==> src/rtl/channel_rx_fifo_if.sv <==
// rtl/channel_rx_fifo_if.sv - channel and local-port signal bundle for channel_rx_fifo
interface channel_rx_fifo_if #(
  parameter int N                   = 10,
  parameter int LATENCY_COUNT_WIDTH = 6
);
  logic                           in_valid;
  logic [N-1:0]                   in_data;
  logic                           in_ready;
  logic [LATENCY_COUNT_WIDTH-1:0] in_latency;
  logic                           out_valid;
  logic [N-1:0]                   out_data;
  logic                           out_ready;
  logic                           proto_err;

  // Environment side: sender plus local consumer.
  modport master (
    output in_valid, in_data, out_ready,
    input  in_ready, in_latency, out_valid, out_data, proto_err
  );

  // FIFO side.
  modport slave (
    input  in_valid, in_data, out_ready,
    output in_ready, in_latency, out_valid, out_data, proto_err
  );
endinterface

==> src/rtl/channel_rx_fifo.sv <==
// rtl/channel_rx_fifo.sv - receive-side channel FIFO with latency report and handshake checker
module channel_rx_fifo #(
  parameter int N                   = 10,
  parameter int LATENCY_COUNT_WIDTH = 6,
  parameter int DEPTH               = 8
) (
  input logic              clk,
  input logic              rst,
  channel_rx_fifo_if.slave bus
);
  localparam int AW      = $clog2(DEPTH);
  localparam int CW      = AW + 1;
  localparam int LW      = LATENCY_COUNT_WIDTH;
  localparam int LAT_MAX = (1 << LW) - 1;

  logic [N-1:0]  r_mem [DEPTH];
  logic [AW-1:0] r_wr_ptr;
  logic [AW-1:0] r_rd_ptr;
  logic [CW-1:0] r_count;
  logic [LW-1:0] r_latency;
  logic          r_pend;
  logic [N-1:0]  r_hold;
  logic          r_proto_err;

  logic          w_ready;
  logic          w_push;
  logic          w_pop;
  logic [CW-1:0] w_count_nxt;
  logic [LW-1:0] w_latency_nxt;

  // Ready comes only from registered count (and rst), never from in_valid/out_ready.
  assign w_ready = !rst && (r_count < CW'(DEPTH));
  assign w_push  = bus.in_valid && w_ready;
  assign w_pop   = (r_count != '0) && bus.out_ready;

  assign bus.in_ready   = w_ready;
  assign bus.out_valid  = (r_count != '0);
  assign bus.out_data   = r_mem[r_rd_ptr];
  assign bus.in_latency = r_latency;
  assign bus.proto_err  = r_proto_err;

  // Next occupancy and the saturated/zero-extended latency report derived from it.
  always_comb begin
    w_count_nxt   = r_count;
    w_latency_nxt = '0;
    if (w_push && !w_pop) begin
      w_count_nxt = r_count + CW'(1);
    end else if (w_pop && !w_push) begin
      w_count_nxt = r_count - CW'(1);
    end
    if (int'(w_count_nxt) > LAT_MAX) begin
      w_latency_nxt = LW'(LAT_MAX);
    end else begin
      w_latency_nxt = LW'(w_count_nxt);
    end
  end

  // Storage write; contents need no reset because count gates visibility.
  always_ff @(posedge clk) begin
    if (w_push) begin
      r_mem[r_wr_ptr] <= bus.in_data;
    end
  end

  // Pointers, occupancy and latency register.
  always_ff @(posedge clk or posedge rst) begin
    if (rst) begin
      r_wr_ptr  <= '0;
      r_rd_ptr  <= '0;
      r_count   <= '0;
      r_latency <= '0;
    end else begin
      if (w_push) r_wr_ptr <= r_wr_ptr + AW'(1);
      if (w_pop)  r_rd_ptr <= r_rd_ptr + AW'(1);
      r_count   <= w_count_nxt;
      r_latency <= w_latency_nxt;
    end
  end

  // Sender must hold valid and data stable once it has been stalled; violations stick.
  always_ff @(posedge clk or posedge rst) begin
    if (rst) begin
      r_pend      <= 1'b0;
      r_hold      <= '0;
      r_proto_err <= 1'b0;
    end else begin
      if (r_pend && (!bus.in_valid || (bus.in_data != r_hold))) begin
        r_proto_err <= 1'b1;
      end
      if (bus.in_valid && !w_ready) begin
        r_pend <= 1'b1;
        r_hold <= bus.in_data;
      end else begin
        r_pend <= 1'b0;
      end
    end
  end
endmodule

==> src/flat_wrapper.sv <==
// flat-port wrapper written by rule: the top's interface ports become plain ports
module channel_rx_fifo_flat 
#(
  parameter int N                   = 10,
  parameter int LATENCY_COUNT_WIDTH = 6,
  parameter int DEPTH               = 8
)
  (clk, rst, bus_in_valid, bus_in_data, bus_out_ready, bus_in_ready, bus_in_latency, bus_out_valid, bus_out_data, bus_proto_err);
  channel_rx_fifo_if #(.N(N), .LATENCY_COUNT_WIDTH(LATENCY_COUNT_WIDTH)) bus_i ();
  input logic clk;
  input logic rst;
  input wire logic [$bits(bus_i.in_valid)-1:0] bus_in_valid;
  input wire logic [$bits(bus_i.in_data)-1:0] bus_in_data;
  input wire logic [$bits(bus_i.out_ready)-1:0] bus_out_ready;
  output wire logic [$bits(bus_i.in_ready)-1:0] bus_in_ready;
  output wire logic [$bits(bus_i.in_latency)-1:0] bus_in_latency;
  output wire logic [$bits(bus_i.out_valid)-1:0] bus_out_valid;
  output wire logic [$bits(bus_i.out_data)-1:0] bus_out_data;
  output wire logic [$bits(bus_i.proto_err)-1:0] bus_proto_err;
  assign bus_i.in_valid = bus_in_valid;
  assign bus_i.in_data = bus_in_data;
  assign bus_i.out_ready = bus_out_ready;
  assign bus_in_ready = bus_i.in_ready;
  assign bus_in_latency = bus_i.in_latency;
  assign bus_out_valid = bus_i.out_valid;
  assign bus_out_data = bus_i.out_data;
  assign bus_proto_err = bus_i.proto_err;
  channel_rx_fifo #(.N(N), .LATENCY_COUNT_WIDTH(LATENCY_COUNT_WIDTH), .DEPTH(DEPTH)) u_core (.clk(clk), .rst(rst), .bus(bus_i));
endmodule
==> config.mk <==
export PLATFORM = sky130hd
export DESIGN_NAME = channel_rx_fifo_flat
export DESIGN_NICKNAME = d
export VERILOG_FILES = /design/src/rtl/channel_rx_fifo_if.sv /design/src/rtl/channel_rx_fifo.sv /design/src/flat_wrapper.sv
export SDC_FILE = /design/constraint.sdc
export NUM_CORES = 1
export LEC_CHECK = 0
export CORE_MARGIN = 1
export CORE_UTILIZATION = 25
export CTS_BUF_LIST = sky130_fd_sc_hd__clkbuf_4
export DETAILED_ROUTE_END_ITERATION = 8
export PLACE_DENSITY_LB_ADDON = 0.25
export SETUP_SLACK_MARGIN = 0.4
export SYNTH_ARGS = -nofsm -noshare
export SYNTH_HDL_FRONTEND = slang
export SYNTH_SLANG_ARGS = --single-unit
==> constraint.sdc <==
create_clock -name clk -period 2.5 [get_ports clk]
set_input_delay 0.625 -clock clk [delete_from_list [all_inputs] [get_ports clk]]
set_output_delay 0.625 -clock clk [all_outputs]
set_load 0.01 [all_outputs]
==> flow_summary.ini <==
[outcome]
status = finished with violations
violations = negative setup slack

[clock_tree]
htree_levels = 3
clk_path_buf_depth = 2
cts_made_buffers = 9
numClockSinks = 102
cts_tree = yes
cts_root_buffer = clkbuf_4
clkTransAtPathRegs_ns = 0.17
clk-insertion-delay-late_ns = 0.44

[drt]
post_drt_via_cell_ratio = 4.21
ant_nets = 0
drt_wl_total_um = 9160
drc = 0
wl_per_cell_um = 17.3
vias = 2233
drtIter0Drc = 140
drt-pass1-iter-count = 4

[yosys]
synth_top_area_share_pct = 56.7
yosysTopAreaCell = edfxtp_1
yosysWarnings = 0
synth_area_leaders = edfxtp_1 57%, dfrtp_1 13%, mux4_1 12%, mux2_2 6.1%, xnor2_1 2.7%
syn_avg_cell_area_um2 = 19.5
ys_seq_elements = 102
yosysSeqAreaShare_pct = 69.7
synth_area_um2 = 4240
synthCells = 217
ys_types = 33

[floorplanning]
ios = 33
dieArea_um2 = 17500
rows = 47
core_region_area_um2 = 16600
die_height_um = 132
die_x_um = 132
start_util_pct = 25.6

[final_layout]
fill_cells = 1617
layout.nets = 325
seq_area_um2 = 2960
layout_commonest_cell = edfxtp_1
final_layout_size_suffix_gt1_share_pct = 44.8
multiInputGateArea_um2 = 1270
syn_to_final_growth_pct = 30.1
final_cell_mix = 80 x edfxtp_1, 44 x buf_4, 18 x dfrtp_1

[power]
power_leakage_nw = 1.97
p_per_area_nw_per_um2 = 1030
power_mw = 5.70
ir_worst_vdd_mv = 0.272

[critical_path]
cp_max_fo = 5
crit_arrival_ns = 2.14
worst-setup-path-type = reg -> out
crit_path_end_kind = output pin
worstPathRequired_ns = 1.88
startpoint_type = register

[grt]
grt_pass1_wl_um = 13700
first_global_vias = 2339
track_usage_pct = 10.8
grt_max_degree = 23
grt_overflow_total = 0
antenna_found_initial = 1

[timing]
fmax_mhz = 361
rsz0062_at_grt = yes
maxSlewViolCount = 0
hold_violations = 0
final.min_clock_period_ns = 2.77
min_period_over_period_pct = 111
finalClockSkew_ns = 0.0194
worst_slack_ns = -0.269
tns_ns = -2.06
finalSetupViolations = 10

[placed_design]
place.gp.congestion = 0.689
portBuffers = 30
place_hpwl_um = 5750

[job]
maxCapViolCount = 0

[min_path]
hold_path_class = in -> async
## final timing paths
path                                             to                      from  slack (ns)  depth (start not counted)
max                                 bus_out_data[5]        u_core.r_rd_ptr[0]       -0.27                          5
max reg2reg                u_core.bus.in_latency[3]  u_core.bus.in_latency[1]        0.01                          9
max in group asynchronous          u_core.r_hold[1]                       rst        1.76                          4
min                                u_core.r_hold[2]                       rst        0.49                          4
min reg2reg                      u_core.r_wr_ptr[0]        u_core.r_wr_ptr[0]        0.53                          1
min in group clk                 u_core.r_wr_ptr[0]        u_core.r_wr_ptr[0]        0.53                          1
## cell usage after synthesis
| cell type | number |
|---|---|
| a41oi_1 | 1 |
| clkbuf_1 | 4 |
| dfrtp_1 | 22 |
| mux4_2 | 1 |
| conb_1 | 1 |
| edfxtp_1 | 80 |
| a21oi_1 | 1 |
| mux2_2 | 23 |
| nor4_1 | 2 |
| mux4_1 | 19 |
| a21boi_0 | 1 |
| or4_4 | 1 |
| buf_6 | 2 |
| a221o_1 | 1 |
| a21o_1 | 1 |
| nand3b_1 | 1 |
| nand4_1 | 1 |
| nand2b_1 | 3 |
| nand2_1 | 5 |
| a2111oi_2 | 1 |
| xnor2_1 | 13 |
| nand3_1 | 1 |
| buf_4 | 2 |
| fa_1 | 1 |
| and2_1 | 1 |
| inv_1 | 3 |
| ha_1 | 5 |
| a31oi_1 | 1 |
| nor2_1 | 9 |
| xor2_1 | 3 |
| nor3_1 | 3 |
| buf_2 | 2 |
| o21ai_0 | 2 |
## what timing repair did
item | CTS | global route
hold buffers | 0 | 0
pin swaps | 2 | 4
resized for setup | 94 | 10
cloned | 2 | 0
endpoints found under the setup margin | 19 | 16
setup buffers | 7 | 6
## cell type report
cell class,count,share of cell area [%]
multi-input cells,103,23.1
repair buffers,86,14.9
clock buffers,9,1.23
flip-flops and latches,102,53.6
well taps,220,4.99
inverters,3,0.250
clock inverters,7,1.91
diodes,1,0.0454
## kinds of logic (layout without fill, tap and decap cells)
family	count (synthesis)	in the layout	share of synthesized area (%)
flops	102	102	69.7
mux	43	43	18.4
simple gates	27	27	3.19
xor+xnor	16	16	3.31
buf+inv	13	105	1.74
compound gates	9	9	1.65
fa+ha+maj	6	6	1.95
other cells	1	3	0.0885
## per-stage QoR
stage | setup slack, ns | utilization [%] | hold slack [ns] | instance area (µm²) | instances
after floorplan | -0.00577 | - | 0.480 | 4310 | 218
after global placement | -0.316 | 31.1 | 0.504 | 5150 | 499
after detailed placement | -0.353 | 31.1 | 0.508 | 5150 | 499
after CTS | -0.307 | 32.8 | 0.452 | 5430 | 524
after global routing | -0.367 | 33.3 | 0.494 | 5510 | 531
final | -0.269 | 33.3 | 0.494 | 5510 | 531
## state kept, by name, indices dropped and copies added, names as in the netlist
name and cells:
u_core.r_mem 80, u_core.r_pend 1, u_core.r_wr_ptr 3, u_core.bus.in_latency 4
u_core.r_hold 10, u_core.bus.proto_err 1, u_core.r_rd_ptr 3
## report_power, final
group          internal [mW]  total (mW)  switching [mW]
Clock                  0.422       0.994           0.572
Sequential              2.05        2.18           0.133
Combinational           1.51        2.53            1.01
## layer usage
metal | share of wire (%) | vias to the layer above | global-route usage (%)
met1 | 47 | 1156 | 14.4
li1 | - | 1031 | -
met4 | 1.1 | 0 | 3.70
met5 | 0 | - | 0
met2 | 49 | 39 | 17.6
met3 | 2.5 | 7 | 2.15
## critical path, cell delays in order (launching register included)
cell and delay [ns]:
dfrtp_2 0.44, buf_12 0.13, buf_8 0.13, mux4_1 0.57, mux2_4 0.28, buf_2 0.14
Power figures use the tool's default switching activity.
